===== src/rtl/el2_pkg.sv =====
// Shared DCCM definitions: bank geometry helpers and the write-buffer entry type.
package el2_pkg;

  localparam int unsigned EL2_DCCM_BITS   = 16;
  localparam int unsigned EL2_NUM_BANKS   = 4;
  localparam int unsigned EL2_BYTE_WIDTH  = 4;
  localparam int unsigned EL2_FDATA_WIDTH = 39;

  function automatic int unsigned el2_bank_bits(input int unsigned nb);
    return (nb > 1) ? $clog2(nb) : 1;
  endfunction

  function automatic int unsigned el2_idx_bits(input int unsigned dccm_bits,
                                               input int unsigned nb,
                                               input int unsigned bw);
    return dccm_bits - el2_bank_bits(nb) - $clog2(bw);
  endfunction

  localparam int unsigned EL2_BANK_BITS = el2_bank_bits(EL2_NUM_BANKS);
  localparam int unsigned EL2_IDX_BITS  = el2_idx_bits(EL2_DCCM_BITS, EL2_NUM_BANKS, EL2_BYTE_WIDTH);

  typedef struct packed {
    logic                       unaligned;
    logic [EL2_BANK_BITS-1:0]   bank_lo;
    logic [EL2_BANK_BITS-1:0]   bank_hi;
    logic [EL2_IDX_BITS-1:0]    row_lo;
    logic [EL2_IDX_BITS-1:0]    row_hi;
    logic [EL2_FDATA_WIDTH-1:0] data_lo;
    logic [EL2_FDATA_WIDTH-1:0] data_hi;
  } el2_dccm_wb_entry_t;

endpackage


===== src/rtl/el2_lsu_dccm_rdpipe.sv =====
// Read-return tracker: delays {valid, lo bank, hi bank} by RD_LAT cycles.
module el2_lsu_dccm_rdpipe #(
  parameter int unsigned RD_LAT    = 1,
  parameter int unsigned BANK_BITS = 2
) (
  input  logic                 i_clk,
  input  logic                 i_rst_l,
  input  logic                 i_valid,
  input  logic [BANK_BITS-1:0] i_bank_lo,
  input  logic [BANK_BITS-1:0] i_bank_hi,
  output logic                 o_valid,
  output logic [BANK_BITS-1:0] o_bank_lo,
  output logic [BANK_BITS-1:0] o_bank_hi
);

  logic [RD_LAT-1:0]    r_vld;
  logic [BANK_BITS-1:0] r_lo [RD_LAT];
  logic [BANK_BITS-1:0] r_hi [RD_LAT];

  // Shift the load tag one stage per cycle; reset drops anything in flight.
  always_ff @(posedge i_clk or negedge i_rst_l) begin
    if (!i_rst_l) begin
      r_vld <= '0;
      for (int unsigned s = 0; s < RD_LAT; s++) begin
        r_lo[s] <= '0;
        r_hi[s] <= '0;
      end
    end else begin
      r_vld[0] <= i_valid;
      r_lo[0]  <= i_bank_lo;
      r_hi[0]  <= i_bank_hi;
      for (int unsigned s = 1; s < RD_LAT; s++) begin
        r_vld[s] <= r_vld[s-1];
        r_lo[s]  <= r_lo[s-1];
        r_hi[s]  <= r_hi[s-1];
      end
    end
  end

  assign o_valid   = r_vld[RD_LAT-1];
  assign o_bank_lo = r_lo[RD_LAT-1];
  assign o_bank_hi = r_hi[RD_LAT-1];

endmodule


===== src/rtl/el2_lsu_dccm_ctl_pipe.sv =====
// Banked DCCM front-end: load issue, store write buffer drained around loads,
// load/store hazard stall, store-starvation throttle and read-data return.
module el2_lsu_dccm_ctl_pipe
  import el2_pkg::*;
#(
  parameter int unsigned DCCM_BITS   = EL2_DCCM_BITS,
  parameter int unsigned NUM_BANKS   = EL2_NUM_BANKS,
  parameter int unsigned BYTE_WIDTH  = EL2_BYTE_WIDTH,
  parameter int unsigned FDATA_WIDTH = EL2_FDATA_WIDTH,
  parameter int unsigned RD_LAT      = 1,
  parameter int unsigned WB_DEPTH    = 2,
  parameter int unsigned STARVE_LIM  = 4
) (
  input  logic                                  clk,
  input  logic                                  rst_l,
  input  logic                                  clk_override,
  input  logic                                  wr_valid,
  output logic                                  wr_ready,
  input  logic [DCCM_BITS-1:0]                  wr_addr_lo,
  input  logic [DCCM_BITS-1:0]                  wr_addr_hi,
  input  logic [FDATA_WIDTH-1:0]                wr_data_lo,
  input  logic [FDATA_WIDTH-1:0]                wr_data_hi,
  input  logic                                  rd_valid,
  output logic                                  rd_ready,
  input  logic [DCCM_BITS-1:0]                  rd_addr_lo,
  input  logic [DCCM_BITS-1:0]                  rd_addr_hi,
  output logic                                  rd_data_valid,
  output logic [FDATA_WIDTH-1:0]                rd_data_lo,
  output logic [FDATA_WIDTH-1:0]                rd_data_hi,
  output logic                                  wb_empty,
  output logic [NUM_BANKS-1:0]                  bank_clken,
  output logic [NUM_BANKS-1:0]                  bank_wren,
  output logic [NUM_BANKS-1:0]                  bank_rden,
  output logic [NUM_BANKS*el2_idx_bits(DCCM_BITS, NUM_BANKS, BYTE_WIDTH)-1:0] bank_addr,
  output logic [NUM_BANKS*FDATA_WIDTH-1:0]      bank_wr_data,
  input  logic [NUM_BANKS*FDATA_WIDTH-1:0]      bank_dout
);

  localparam int unsigned BB  = el2_bank_bits(NUM_BANKS);
  localparam int unsigned OB  = $clog2(BYTE_WIDTH);
  localparam int unsigned IDX = el2_idx_bits(DCCM_BITS, NUM_BANKS, BYTE_WIDTH);
  localparam int unsigned FW  = FDATA_WIDTH;
  localparam int unsigned PW  = (WB_DEPTH > 1) ? $clog2(WB_DEPTH) : 1;
  localparam int unsigned CW  = $clog2(WB_DEPTH + 1);
  localparam int unsigned SW  = $clog2(STARVE_LIM + 1);

  // The buffer entry type is shared, so the bank geometry is pinned to it.
  if (DCCM_BITS != EL2_DCCM_BITS || NUM_BANKS != EL2_NUM_BANKS ||
      BYTE_WIDTH != EL2_BYTE_WIDTH || FDATA_WIDTH != EL2_FDATA_WIDTH) begin : g_geom_chk
    $error("el2_lsu_dccm_ctl_pipe: geometry must match el2_pkg entry type");
  end
  if (RD_LAT < 1 || RD_LAT > 3 || WB_DEPTH < 1 || WB_DEPTH > 4) begin : g_range_chk
    $error("el2_lsu_dccm_ctl_pipe: RD_LAT or WB_DEPTH out of range");
  end

  function automatic logic [NUM_BANKS-1:0] bank_sel(input logic [BB-1:0] b);
    bank_sel    = '0;
    bank_sel[b] = 1'b1;
  endfunction

  function automatic logic key_hit(input logic [BB+IDX-1:0] k,
                                   input logic [BB+IDX-1:0] ld_lo,
                                   input logic [BB+IDX-1:0] ld_hi,
                                   input logic              ld_unal);
    return (k == ld_lo) || (ld_unal && (k == ld_hi));
  endfunction

  function automatic logic [PW-1:0] ptr_inc(input logic [PW-1:0] p);
    return (p == PW'(WB_DEPTH - 1)) ? '0 : p + 1'b1;
  endfunction

  // Address decode
  logic [BB-1:0]     w_wr_bank_lo, w_wr_bank_hi, w_rd_bank_lo, w_rd_bank_hi;
  logic [IDX-1:0]    w_wr_row_lo, w_wr_row_hi, w_rd_row_lo, w_rd_row_hi;
  logic              w_wr_unal, w_rd_unal;
  logic [BB+IDX-1:0] w_rd_key_lo, w_rd_key_hi;
  logic              w_unused_ofs;

  assign w_wr_bank_lo = wr_addr_lo[OB +: BB];
  assign w_wr_bank_hi = wr_addr_hi[OB +: BB];
  assign w_rd_bank_lo = rd_addr_lo[OB +: BB];
  assign w_rd_bank_hi = rd_addr_hi[OB +: BB];
  assign w_wr_row_lo  = wr_addr_lo[OB+BB +: IDX];
  assign w_wr_row_hi  = wr_addr_hi[OB+BB +: IDX];
  assign w_rd_row_lo  = rd_addr_lo[OB+BB +: IDX];
  assign w_rd_row_hi  = rd_addr_hi[OB+BB +: IDX];
  assign w_wr_unal    = (w_wr_bank_lo != w_wr_bank_hi);
  assign w_rd_unal    = (w_rd_bank_lo != w_rd_bank_hi);
  assign w_rd_key_lo  = {w_rd_bank_lo, w_rd_row_lo};
  assign w_rd_key_hi  = {w_rd_bank_hi, w_rd_row_hi};
  assign w_unused_ofs = ^{wr_addr_lo[OB-1:0], wr_addr_hi[OB-1:0],
                          rd_addr_lo[OB-1:0], rd_addr_hi[OB-1:0]};

  // Write buffer state
  el2_dccm_wb_entry_t r_wb [WB_DEPTH];
  el2_dccm_wb_entry_t w_wr_entry, w_head;
  logic [WB_DEPTH-1:0] r_vld;
  logic [PW-1:0]       r_head, r_tail;
  logic [CW-1:0]       r_count;
  logic [SW-1:0]       r_starve;

  logic                 w_enq, w_drain, w_head_vld, w_hazard, w_throttle, w_rd_accept;
  logic [NUM_BANKS-1:0] w_ld_mask, w_hd_mask;

  assign w_wr_entry = '{unaligned: w_wr_unal,
                        bank_lo:   w_wr_bank_lo,
                        bank_hi:   w_wr_bank_hi,
                        row_lo:    w_wr_row_lo,
                        row_hi:    w_wr_row_hi,
                        data_lo:   wr_data_lo,
                        data_hi:   wr_data_hi};

  assign w_head     = r_wb[r_head];
  assign w_head_vld = r_vld[r_head];
  assign wr_ready   = (r_count < CW'(WB_DEPTH));
  assign wb_empty   = (r_count == '0);
  assign w_enq      = wr_valid & wr_ready;

  // Stall a load that touches any bank/row still waiting in the buffer.
  always_comb begin
    w_hazard = 1'b0;
    for (int unsigned e = 0; e < WB_DEPTH; e++) begin
      if (r_vld[e]) begin
        if (key_hit({r_wb[e].bank_lo, r_wb[e].row_lo}, w_rd_key_lo, w_rd_key_hi, w_rd_unal))
          w_hazard = 1'b1;
        if (r_wb[e].unaligned &&
            key_hit({r_wb[e].bank_hi, r_wb[e].row_hi}, w_rd_key_lo, w_rd_key_hi, w_rd_unal))
          w_hazard = 1'b1;
      end
    end
  end

  assign w_throttle  = (r_starve == SW'(STARVE_LIM));
  assign rd_ready    = ~w_hazard & ~w_throttle;
  assign w_rd_accept = rd_valid & rd_ready;
  assign w_ld_mask   = w_rd_accept ?
                       (bank_sel(w_rd_bank_lo) | (w_rd_unal ? bank_sel(w_rd_bank_hi) : '0)) : '0;
  assign w_hd_mask   = bank_sel(w_head.bank_lo) | (w_head.unaligned ? bank_sel(w_head.bank_hi) : '0);
  assign w_drain     = w_head_vld & ~|(w_hd_mask & w_ld_mask);

  // Per-bank controls: load owns its banks, the buffer head uses the rest.
  always_comb begin
    bank_rden    = w_ld_mask;
    bank_wren    = w_drain ? w_hd_mask : '0;
    bank_addr    = '0;
    bank_wr_data = '0;
    for (int unsigned i = 0; i < NUM_BANKS; i++) begin
      if (w_ld_mask[i]) begin
        bank_addr[i*IDX +: IDX] = (BB'(i) == w_rd_bank_lo) ? w_rd_row_lo : w_rd_row_hi;
      end else if (bank_wren[i]) begin
        bank_addr[i*IDX +: IDX]  = (BB'(i) == w_head.bank_lo) ? w_head.row_lo  : w_head.row_hi;
        bank_wr_data[i*FW +: FW] = (BB'(i) == w_head.bank_lo) ? w_head.data_lo : w_head.data_hi;
      end
    end
    bank_clken = bank_wren | bank_rden | {NUM_BANKS{clk_override}};
  end

  // Buffer payload needs no reset; validity is tracked separately.
  always_ff @(posedge clk) begin
    if (w_enq) r_wb[r_tail] <= w_wr_entry;
  end

  // Buffer pointers, valid bits and occupancy.
  always_ff @(posedge clk or negedge rst_l) begin
    if (!rst_l) begin
      r_vld   <= '0;
      r_head  <= '0;
      r_tail  <= '0;
      r_count <= '0;
    end else begin
      if (w_enq) begin
        r_vld[r_tail] <= 1'b1;
        r_tail        <= ptr_inc(r_tail);
      end
      if (w_drain) begin
        r_vld[r_head] <= 1'b0;
        r_head        <= ptr_inc(r_head);
      end
      r_count <= r_count + CW'(w_enq) - CW'(w_drain);
    end
  end

  // Count cycles the head is blocked; reaching the limit throttles loads for
  // one cycle, which guarantees the drain that clears the count again.
  always_ff @(posedge clk or negedge rst_l) begin
    if (!rst_l) begin
      r_starve <= '0;
    end else if (w_drain) begin
      r_starve <= '0;
    end else if (w_head_vld && !w_throttle) begin
      r_starve <= r_starve + 1'b1;
    end
  end

  // Read return path
  logic          w_pipe_vld;
  logic [BB-1:0] w_pipe_lo, w_pipe_hi;

  el2_lsu_dccm_rdpipe #(
    .RD_LAT    (RD_LAT),
    .BANK_BITS (BB)
  ) u_rdpipe (
    .i_clk     (clk),
    .i_rst_l   (rst_l),
    .i_valid   (w_rd_accept),
    .i_bank_lo (w_rd_bank_lo),
    .i_bank_hi (w_rd_unal ? w_rd_bank_hi : w_rd_bank_lo),
    .o_valid   (w_pipe_vld),
    .o_bank_lo (w_pipe_lo),
    .o_bank_hi (w_pipe_hi)
  );

  assign rd_data_valid = w_pipe_vld;

  // Select returning bank words by the delayed bank tags.
  always_comb begin
    rd_data_lo = '0;
    rd_data_hi = '0;
    for (int unsigned i = 0; i < NUM_BANKS; i++) begin
      if (w_pipe_lo == BB'(i)) rd_data_lo = bank_dout[i*FW +: FW];
      if (w_pipe_hi == BB'(i)) rd_data_hi = bank_dout[i*FW +: FW];
    end
  end

endmodule


===== config.mk =====
export PLATFORM = sky130hd
export DESIGN_NAME = el2_lsu_dccm_ctl_pipe
export DESIGN_NICKNAME = d
export VERILOG_FILES = /design/src/rtl/el2_pkg.sv /design/src/rtl/el2_lsu_dccm_rdpipe.sv /design/src/rtl/el2_lsu_dccm_ctl_pipe.sv
export SDC_FILE = /design/constraint.sdc
export NUM_CORES = 1
export LEC_CHECK = 0
export ABC_AREA = 1
export BUFFER_PORTS_ARGS = -buffer_cell sky130_fd_sc_hd__buf_2
export CAP_MARGIN = 20
export CORE_AREA = 2 2 236 238
export CTS_CLUSTER_DIAMETER = 30
export DETAILED_ROUTE_END_ITERATION = 10
export DIE_AREA = 0 0 238 240
export HOLD_SLACK_MARGIN = 0.08
export SYNTH_ARGS = -nofsm -noshare
export SYNTH_HDL_FRONTEND = slang
export SYNTH_SLANG_ARGS = --single-unit
export TNS_END_PERCENT = 20

===== constraint.sdc =====
create_clock -name clk -period 10.55 [get_ports clk]
set_input_delay 1.055 -clock clk [delete_from_list [all_inputs] [get_ports clk]]
set_output_delay 1.055 -clock clk [all_outputs]
set_load 0.03 [all_outputs]

## After elaboration in Yosys (flattened, before gate mapping)

Memory sizes are Yosys's and may differ from the RTL's.
Index checks and enable logic that the tools add are counted.

- Memories kept: 1
- Register bits after elaboration: 14
- Bits in writable memories: 214

- Order comparisons: 13
- Muxes and demuxes: 69
- Add/subtract/negate cells: 5
- Bitwise gates (word level): 14
- Reduce and logical (&&, ||, !) cells: 26
- Equal/unequal tests: 23

Memory list:

| memory | words | width | rd ports | clocked after Yosys merged registers in | wr ports | RTL line | text |
|---|---|---|---|---|---|---|---|
| r_wb | 2 | 107 | 3 | 0 | 1 | el2_lsu_dccm_ctl_pipe.sv:95 | `el2_dccm_wb_entry_t r_wb [WB_DEPTH];` |

Operator list:

| cell | number |
|---|---|
| $mux W39 | 20 |
| $mux W12 | 16 |
| $eq A14 B14 Y1 | 8 |
| $mux W1 | 18 |
| $mux W4 | 4 |
| $or A4 B4 Y4 | 4 |
| $logic_and A1 B1 Y1 | 13 |
| $lt A2 B3 Y1 const B | 4 |
| $logic_not A2 Y1 | 5 |
| $demux W1 S2 | 4 |
| $eq A2 B2 Y1 const A | 4 |
| $eq A2 B2 Y1 const B | 4 |
| $ge A2 B1 Y1 const B | 4 |
| $mux W2 | 3 |
| $mux W3 | 2 |
| $and A1 B1 Y1 | 4 |
| $and A4 B4 Y4 | 1 |
| $eq A1 B2 Y1 const A | 2 |
| $eq A2 B1 Y1 const B | 2 |
| $logic_or A1 B1 Y1 | 4 |
| $lt A1 B2 Y1 const B | 2 |
| $ne A2 B2 Y1 | 2 |
| $reduce_or A4 Y1 | 1 |
| $add A3 B1 Y3 const B | 1 |
| 13 further kinds | 18 |

## Depth between registers and ports, before layout

Gate-level depths: netlist (run 1).

- Depth in word-level cells: 20
- Mapped depth: 25

## Hierarchy

A second synthesis (run 1) with hierarchy kept.

- Cells, all modules: 2380
- Area total of the unflattened synthesis: 16752.3 µm²

By module, submodules not included:

| module | instances | seq. area each (µm²) | area an instance (µm²) | cells each |
|---|---|---|---|---|
| el2_lsu_dccm_ctl_pipe | 1 | 6651.4 | 16627.2 | 2375 |
| el2_lsu_dccm_rdpipe | 1 | 125.1 | 125.1 | 5 |

## Worst setup path after synthesis (run 1)

No wires, ideal clock.

- Path type: in2reg
- From: input wr_valid
- To: register r_vld[0]
- Required time: 10.485 ns
- Buffers on the path: 0
- Path slack: 4.293 ns
- Stages: 6
- Arrival time: 6.192 ns
- Cells stage by stage: nand2_1 > nor2_1 > nor2_1 > nor2_1 > nand3_1 > nand2_1

- Cells in the longest elaborated chain, start to end: 4

RTL lines:

| element | RTL line | text |
|---|---|---|
| start, declared | el2_lsu_dccm_ctl_pipe.sv:17 | `input logic wr_valid,` |
| $and A1 B1 Y1 * | el2_lsu_dccm_ctl_pipe.sv:117 | `assign w_enq = wr_valid & wr_ready;` |
| $mux W2 * | el2_lsu_dccm_ctl_pipe.sv:171 | `if (w_enq) begin` |
| $and A2 B2 Y2 (no source line) | -- |  |
| $mux W2 * | el2_lsu_dccm_ctl_pipe.sv:175 | `if (w_drain) begin` |
| end signal, assigned | el2_lsu_dccm_ctl_pipe.sv:166 | `r_vld <= '0;` |
| end signal, assigned by index | el2_lsu_dccm_ctl_pipe.sv:172 | `r_vld[r_tail] <= 1'b1;` |
| end signal, assigned by index | el2_lsu_dccm_ctl_pipe.sv:176 | `r_vld[r_head] <= 1'b0;` |
| end, declared | el2_lsu_dccm_ctl_pipe.sv:97 | `logic [WB_DEPTH-1:0] r_vld;` |

Mark *: on every way between the ends. The rest lies on a longest branch, timed or not.
A chain may end at the register's enable or synchronous reset.

## Final worst setup path (run 1)

- From: register r_head
- To: output bank_clken[1]

- Cells in the longest elaborated chain, start to end: 14
- Elaborated cells on any way between the ends: 22

RTL lines:

| element | RTL line | text |
|---|---|---|
| start, declared | el2_lsu_dccm_ctl_pipe.sv:98 | `logic [PW-1:0] r_head, r_tail;` |
| start signal, assigned | el2_lsu_dccm_ctl_pipe.sv:177 | `r_head <= ptr_inc(r_head);` |
| $mem_v2 Z2 W107 | -- |  |
| $lt A2 B3 Y1 (implied by the code) or $ge A2 B1 Y1 (tied branches) | el2_lsu_dccm_ctl_pipe.sv:58 | `bank_sel[b] = 1'b1;` |
| $logic_and A1 B1 Y1 (implied by the code) | el2_lsu_dccm_ctl_pipe.sv:58 |  |
| $mux W1 (implied by the code) | el2_lsu_dccm_ctl_pipe.sv:58 |  |
| $demux W1 S2 | el2_lsu_dccm_ctl_pipe.sv:58 |  |
| $mux W4 | el2_lsu_dccm_ctl_pipe.sv:138 | `assign w_hd_mask = bank_sel(w_head.bank_lo) \| (w_head.unaligned ? bank_sel(w_head.bank_hi) : '0);` |
| $or A4 B4 Y4 | el2_lsu_dccm_ctl_pipe.sv:138 |  |
| $and A4 B4 Y4 | el2_lsu_dccm_ctl_pipe.sv:139 | `assign w_drain = w_head_vld & ~\|(w_hd_mask & w_ld_mask);` |
| $reduce_or A4 Y1 | el2_lsu_dccm_ctl_pipe.sv:139 |  |
| $logic_not A1 Y1 | el2_lsu_dccm_ctl_pipe.sv:139 |  |
| $and A1 B1 Y1 | el2_lsu_dccm_ctl_pipe.sv:139 |  |
| $mux W4 * | el2_lsu_dccm_ctl_pipe.sv:144 | `bank_wren = w_drain ? w_hd_mask : '0;` |
| $or A4 B4 Y4 * (2 in a row) | el2_lsu_dccm_ctl_pipe.sv:155 | `bank_clken = bank_wren \| bank_rden \| {NUM_BANKS{clk_override}};` |
| end, declared | el2_lsu_dccm_ctl_pipe.sv:31 | `output logic [NUM_BANKS-1:0] bank_clken,` |

Mark *: on every way between the ends. The rest lies on a longest branch, timed or not. The select of a mux whose other input is x is not followed.

==> results of run 1 <==
==> through the flow <==
step	setup WS (ns)	hold slack [ns]	util [%]	total power, mW
6_report	4.046	0.4205	40.14	3.055
5_1_grt	3.786	0.4279	40.12	3.149
4_1_cts	3.983	0.4068	40.09	3.078
3_5_place_dp	4.619	0.5064	36.77	1.398
3_3_place_gp	4.750	0.5038	36.77	1.396
2_1_floorplan	4.293	0.4794	-	1.227
==> registers in the layout (all words and copies together) (netlist names), 2 cells and up <==
register            count
r_vld                   2
u_rdpipe.o_bank_hi      2
r_count                 2
u_rdpipe.o_bank_lo      2
r_starve                3
r_wb                  214
==> cell usage after synthesis (all sizes together) <==
master	count
a21oi	36
o22ai	34
nor2	249
nand2	1114
o2111ai	22
ha	4
inv	179
xnor2	9
clkinv	3
edfxtp	214
buf	64
a22oi	16
clkbuf	86
a221oi	22
o21ai	92
o211ai	48
mux2i	78
xor2	26
nand4	55
dfrtp	14
nand3	15
==> placed cells by master (no fill, tap or decap), drive strengths merged <==
cell	count
nand2	1114
buf	615
nor2	249
edfxtp	214
inv	188
o21ai	92
mux2i	78
nand4	55
clkbuf	51
o211ai	48
a21oi	36
o22ai	34
xor2	26
a221oi	22
o2111ai	22
clkinv	17
a22oi	16
nand3	15
dfrtp	14
diode	11
bufinv	11
xnor2	9
clkinvlp	7
ha	4
==> routing by layer <==
layer  routed length [microns]  track usage (%)
met1                     27790            28.24
met2                     34150            41.21
met3                      6348            5.809
met4                      3733            12.44
met5                        58                0
==> how the worst max path moves through the flow <==
stage / to / slack, ns / cells past startpoint
6_report: bank_clken[1] / 4.05 / 12
5_1_grt: bank_clken[1] / 3.79 / 12
4_1_cts: bank_clken[1] / 3.98 / 12
3_5_place_dp: bank_clken[1] / 4.62 / 12
3_3_place_gp: bank_wr_data[69] / 4.75 / 12
2_1_floorplan: r_vld[0] / 4.29 / 6
==> cell type report <==
cell class	instances	area, sq um
tap	704	880.8
multi-input combinational	1820	8621
sequential	228	6780
inverter	182	683.2
timing repair buffer	615	3136
fill	5719	32720
clock buffer	51	1255
antenna	11	27.53
clock inverter	41	556.8
==> kinds of logic (layout without fill, tap and decap cells) <==
kind of cell / after synthesis / in the layout / synth area share, %
xor gates and xnor gates: 35 / 35 / 1.830
AOI/OAI and AO/OA: 270 / 270 / 10.33
buffers and inverters: 332 / 889 / 8.477
DFF: 228 / 228 / 40.45
and+or+nand+nor: 1433 / 1433 / 33.95
other: 0 / 11 / 0
adders and majority gates: 4 / 4 / 0.2988
muxes: 78 / 78 / 4.661
==> critical path: cells and delay by family (launching register included) <==
family,cells,cell delay [ns]
buffers and inverters,5,1.94
and+or+nand+nor,5,1.30
DFF,1,0.58
AOI/OAI and AO/OA,2,0.98
==> power by group through the flow <==
stage	logic, mW	registers, mW	clock network, mW
after floorplan	0.217	1.01	0
after global placement	0.384	1.01	0
after detailed placement	0.386	1.01	0
after CTS	0.388	0.995	1.70
after global routing	0.417	0.994	1.74
final	0.387	0.995	1.67
==> run_results.csv, run 1 <==
group,metric,value,unit
cells_and_area,postLayoutCellArea,21940,sq um
clock_tree,cts_buffers,49,
global_route,grt_pass1_wl,104200,microns
setup_path,arrival,5.45,ns
power_and_ir_drop,seq_power_share,32.6,%
synthesis,synth_cell_types,32,
setup_path,crit_type,"flip-flop to output port",
synthesis,syn_inst,2380,
clock_tree,clk_pin_slew,0.05,ns
detailed_routing,drt_wl_total,72090,microns
setup_path,r2r_end,"r_count[1]",
floorplan,core,54660,sq um
power_and_ir_drop,power.density,139.3,nW/um^2
detailed_routing,drtIter0Drc,1254,
synthesis,synth_warnings,0,
setup_path,cp_slowest_stage_delay,0.75,ns
detailed_routing,vias_per_cell,4.976,
detailed_routing,wl_per_cell,19.74,microns
setup_path,rrSetupSlack,5.14,ns
floorplan,die_h,240,microns
setup_path,cp.required,9.50,ns
sta,finalCriticalPeriod,6.504,ns
synthesis,netlist_area,16750,sq um
synthesis,syn_avg_cell_area,7.039,sq um
detailed_routing,ant_nets,0,
global_route,grt-ovfl-total,0,
placed_design,gp_congestion,0.8830,
floorplan,die-area,57120,sq um
floorplan,rows,86,
clock_tree,ctsHoldBuffers,0,
setup_path,worstPathMaxFanout,64,
setup_path,startpoint_type,"flip-flop",
cells_and_area,area_growth,30.97,%
floorplan,ios,601,
sta,fin_setup_tns,0,ns
setup_path,crit_path_cell_trace,"o21ai_2 > inv_2 > nor2_4 > buf_4 > inv_2 > o21ai_2 > nand4_1 > nand2_1 > clkinv_1 > nand3_4 > nand3_1 > buf_2",
sta,setup_viol,0,
clock_tree,clock_path_buffers,3,
sta,fin_skew,0.02169,ns
synthesis,yosysSeqAreaShare,40.45,%
setup_path,reg2reg_from,"r_head",
synthesis,yosys.area.top_type,"edfxtp_1",
synthesis,synth-seq-cells,228,
status,status,"complete, no violations",
setup_path,crit_path_top_delay_cell,"nand3_4",
clock_tree,htree_levels,2,
power_and_ir_drop,swShare,26.32,%
clock_tree,clock_latency,0.57,ns
sta,tightest_slew,1.138,ns
detailed_routing,firstDrtPassIters,5,
placed_design,place_area,20100,sq um
cells_and_area,nets,3203,
power_and_ir_drop,vdd_ir_drop_max,124.3,uV
global_route,antenna_found_initial,20,
placed_design,dpl.cell_count,3549,
sta,drv_slew,0,
sta,rsz0062_at_grt,"no",
sta,fmax,153.8,MHz
clock_tree,numClockSinks,228,
clock_tree,post_cts_buffers,0,
synthesis,syn-num-nets,2687,
sta,slew_headroom,24.12,%
detailed_routing,via_count,18170,
placed_design,dp_hpwl,50760,microns
global_route,grt_pass1_vias,16840,
clock_tree,cts_tree,"built",
power_and_ir_drop,internal_power,2.251,mW
min_path,hp-class,"primary input to asynchronous set/reset pin",
detailed_routing,drc,0,
synthesis,synth_top_area_share,38.36,%
global_route,grt_usage,24.14,%
sta,fin_crit_sh,61.65,%
setup_path,crit_start,"r_head",
floorplan,die_w,238,microns
cells_and_area,final_cells,3652,
setup_path,r2r_cells,17,
placed_design,io_buffers,592,
power_and_ir_drop,power.leakage,11.06,nW
floorplan,initial_core_util,30.65,%
power_and_ir_drop,p_comb_share,12.7,%
clock_tree,cts-resized-gates,0,
clock_tree,root_buffer,"clkbuf_16",
sta,timing_hold_violations_final,0,
synthesis,synth.area.top_cells,"edfxtp_1, nand2_1, nor2_1, mux2i_1, inv_1",
power_and_ir_drop,clkPwrFrac,54.7,%
setup_path,cp-end-kind,"output port",
global_route,grt_max_degree,66,
flow_run,drv_cap,0,
cells_and_area,drive_above_1_share,26.56,%
power_and_ir_drop,netSwitchingPower,0.8041,mW
Power figures use the tool's default switching activity.
==> inputs of run 2 (changes only) <==
--- a/config.mk
+++ b/config.mk
@@ -5,7 +5,7 @@
 export SDC_FILE = /design/constraint.sdc
 export NUM_CORES = 1
 export LEC_CHECK = 0
-export ABC_AREA = 1
+export ABC_AREA = 0
 export BUFFER_PORTS_ARGS = -buffer_cell sky130_fd_sc_hd__buf_2
 export CAP_MARGIN = 20
 export CORE_AREA = 2 2 236 238
==> constraint.sdc (replaced) <==
create_clock -name clk -period 5.8 [get_ports clk]
set_input_delay 0.58 -clock clk [delete_from_list [all_inputs] [get_ports clk]]
set_output_delay 0.58 -clock clk [all_outputs]
set_load 0.03 [all_outputs]
==> run 2 against run 1 <==
Effect of this change: area after synthesis fell by 5.4%; global-route usage is 2.2 points lower; final cell count down 30%; highest routed layer unchanged; sequential power rose by 83%; flip-flop and latch count unchanged; synthesized cell count down 47%; worst setup slack got worse by 3.6 ns.
==> run_results.csv, run 2 <==
group,metric,value,unit
status,status,"complete, no violations",
detailed_routing,vias_per_cell,5.454,
global_route,grt_max_degree,74,
global_route,grt_pass1_wl,91800,microns
synthesis,synth-edff-count,214,
sta,tightest_slew,1.128,ns
placed_design,gp_congestion,0.9659,
cells_and_area,fillers,5392,
setup_path,rrSetupSlack,2.27,ns
detailed_routing,wl_per_cell,25.71,microns
setup_path,startpoint_type,"flip-flop",
synthesis,synth-seq-cells,228,
sta,timing_hold_violations_final,0,
clock_tree,root_buffer,"clkbuf_16",
min_path,hp-class,"primary input to flip-flop",
setup_path,cp_slowest_stage_delay,0.94,ns
placed_design,io_buffers,592,
global_route,grt_pass1_vias,13760,
clock_tree,clk_pin_slew,0.04,ns
setup_path,crit_path_cell_trace,"o21ai_4 > a21oi_1 > a211oi_2 > o21ai_2 > nor3_4 > or3_2 > buf_4 > nand3b_1 > buf_2",
detailed_routing,drt_wl_total,65540,microns
synthesis,syn_inst,1267,
synthesis,synth_warnings,0,
flow_run,drv_cap,0,
detailed_routing,met3WireLength,6576,microns
detailed_routing,via_count,13900,
clock_tree,cts-resized-gates,0,
sta,fmax,185.7,MHz
sta,fin_skew,0.01766,ns
synthesis,netlist_area,15840,sq um
power_and_ir_drop,power.density,247.9,nW/um^2
synthesis,synth_top_area_share,40.56,%
floorplan,die-area,57120,sq um
cells_and_area,area_growth,31.76,%
global_route,grt_usage,21.99,%
setup_path,crit_type,"flip-flop to output port",
power_and_ir_drop,vdd_ir_drop_max,208.1,uV
detailed_routing,dr.max_layer_used,"met5",
placed_design,dp_slack,0.9802,ns
clock_tree,cts_buffers,48,
sta,setup_viol,0,
synthesis,synth_commonest_cells,"edfxtp_1, nor2_1, a211oi_1",
cells_and_area,final_util,38.19,%
synthesis,syn-num-nets,1574,
setup_path,arrival,4.80,ns
cells_and_area,drive_above_1_share,48.77,%
detailed_routing,ant_nets,0,
placed_design,dp_hpwl,49750,microns
synthesis,yosysSeqAreaShare,42.77,%
sta,fin_crit_sh,92.83,%
cells_and_area,nets,2103,
cells_and_area,largest-register,"r_wb",
detailed_routing,firstDrtPassIters,7,
floorplan,rows,86,
floorplan,die_h,240,microns
cells_and_area,layout_common_cells,"buf_2, edfxtp_1, nor2_1",
floorplan,core,54660,sq um
synthesis,post-synth-top-count-cell,"edfxtp_1",
sta,finalCriticalPeriod,5.384,ns
placed_design,dpl.cell_count,2449,
clock_tree,cts_tree,"built",
cells_and_area,largest_reg_flops,214,
sta,slew_headroom,24.77,%
setup_path,cp.required,5.22,ns
synthesis,synth_cell_types,53,
setup_path,worstPathMaxFanout,44,
floorplan,ios,601,
cells_and_area,seq_area,6785,sq um
cells_and_area,top_regs,"r_wb: 214 flops, r_starve: 3 flops",
synthesis,yosys.area.top_type,"edfxtp_1",
floorplan,initial_core_util,28.98,%
power_and_ir_drop,power.leakage,8.237,nW
clock_tree,htree_levels,2,
cells_and_area,final_cells,2549,
cells_and_area,multiInputGateArea,8295,sq um
detailed_routing,met2_length,31640,microns
sta,rsz0062_at_grt,"no",
clock_tree,clock_latency,0.56,ns
clock_tree,numClockSinks,228,
synthesis,ys.flop_type,"edfxtp_1",
synthesis,synth.area.top_cells,"edfxtp_1, mux4_2, a211oi_1, mux2i_1, xnor2_1",
detailed_routing,wl_met1,24580,microns
sta,drv_slew,0,
clock_tree,clock_path_buffers,3,
cells_and_area,final_common_cell,"buf_2",
global_route,grt-ovfl-total,0,
floorplan,die_w,238,microns
global_route,antenna_found_initial,26,
setup_path,cp-end-kind,"output port",
setup_path,crit_path_top_delay_cell,"or3_2",
synthesis,syn_avg_cell_area,12.50,sq um
sta,setup_ws,0.4161,ns
detailed_routing,drc,0,
synthesis,synthArstFlopShare,6.140,%
detailed_routing,drtIter0Drc,1240,
sta,fin_setup_tns,0,ns
run 2: cell types whose count changed after synthesis, moves of 39 or more:
cell      delta
a211oi_1   +141
xnor2_1     +88
o211ai_1    -47
nand2_1   -1098
mux4_2     +126
mux2_2      +39
inv_1      -119
o21ai_0     -75
nor2_1      -50
run 2: final cells by class:
type	count	share of cell area, %
Sequential cell	228	32.50
Timing Repair Buffer	615	15.03
Inverter	39	0.7013
Antenna cell	12	0.1439
Tap cell	704	4.220
Multi-Input combinational cell	864	39.74
Clock buffer	52	5.928
Clock inverter	35	1.732
run 2: report_power, final:
part	switching [mW]	internal [mW]	total, mW
logic	0.422	0.264	0.686
registers	0.0126	1.81	1.82
clock network	0.903	1.77	2.67
total	1.34	3.84	5.18
run 2: metrics by stage:
stage | total power [mW] | cell area [sq um] | hold WS [ns]
final | 5.175 | 20880 | 0.2114
after global routing | 5.338 | 20860 | 0.1798
after CTS | 5.236 | 20850 | 0.1674
after detailed placement | 2.526 | 19240 | 0.5071
after global placement | 2.518 | 19240 | 0.4835
after floorplan | 2.242 | 15850 | 0.2844
run 2: worst paths after layout:
path / start / end / cells past startpoint
min: wr_addr_hi[6] / r_wb[0][80] / 1
max in group asynchronous: rst_l / r_head / 2
max: r_head / bank_clken[3] / 9
max reg2reg: r_head / r_count[1] / 11
min reg2reg: r_count[1] / r_count[1] / 1
min in group asynchronous: rst_l / r_vld[0] / 2
run 2: logic make-up (layout without fill, tap and decap cells):
family | after synthesis | count (layout) | synth area share, %
other cells | 0 | 12 | 0
buf+inv | 175 | 741 | 5.189
mux | 254 | 254 | 26.39
flops | 228 | 228 | 42.77
xor+xnor | 119 | 119 | 6.626
compound gates | 236 | 236 | 11.50
fa+ha+maj | 4 | 4 | 0.3159
simple gates | 251 | 251 | 7.211
run 2: critical path, delay by kind of cell (launching register included):
| kind | cells | cell delay, ns |
|---|---|---|
| and+or+nand+nor | 3 | 1.49 |
| AOI/OAI and AO/OA | 4 | 1.36 |
| DFF | 1 | 0.73 |
| buffers and inverters | 2 | 0.63 |
run 2: repair_timing:
item / 4_1_cts / 5_1_grt
endpoints found under the hold margin: 14 / 0
buffers inserted: 0 / 0
hold buffers: 1 / 0
run 2: routing by layer:
| metal | vias up | global-route usage, % |
|---|---|---|
| met5 | - | 0 |
| met4 | 10 | 10.11 |
| met1 | 6780 | 25.84 |
| met3 | 150 | 6.923 |
| met2 | 889 | 36.76 |
| li1 | 6073 | - |
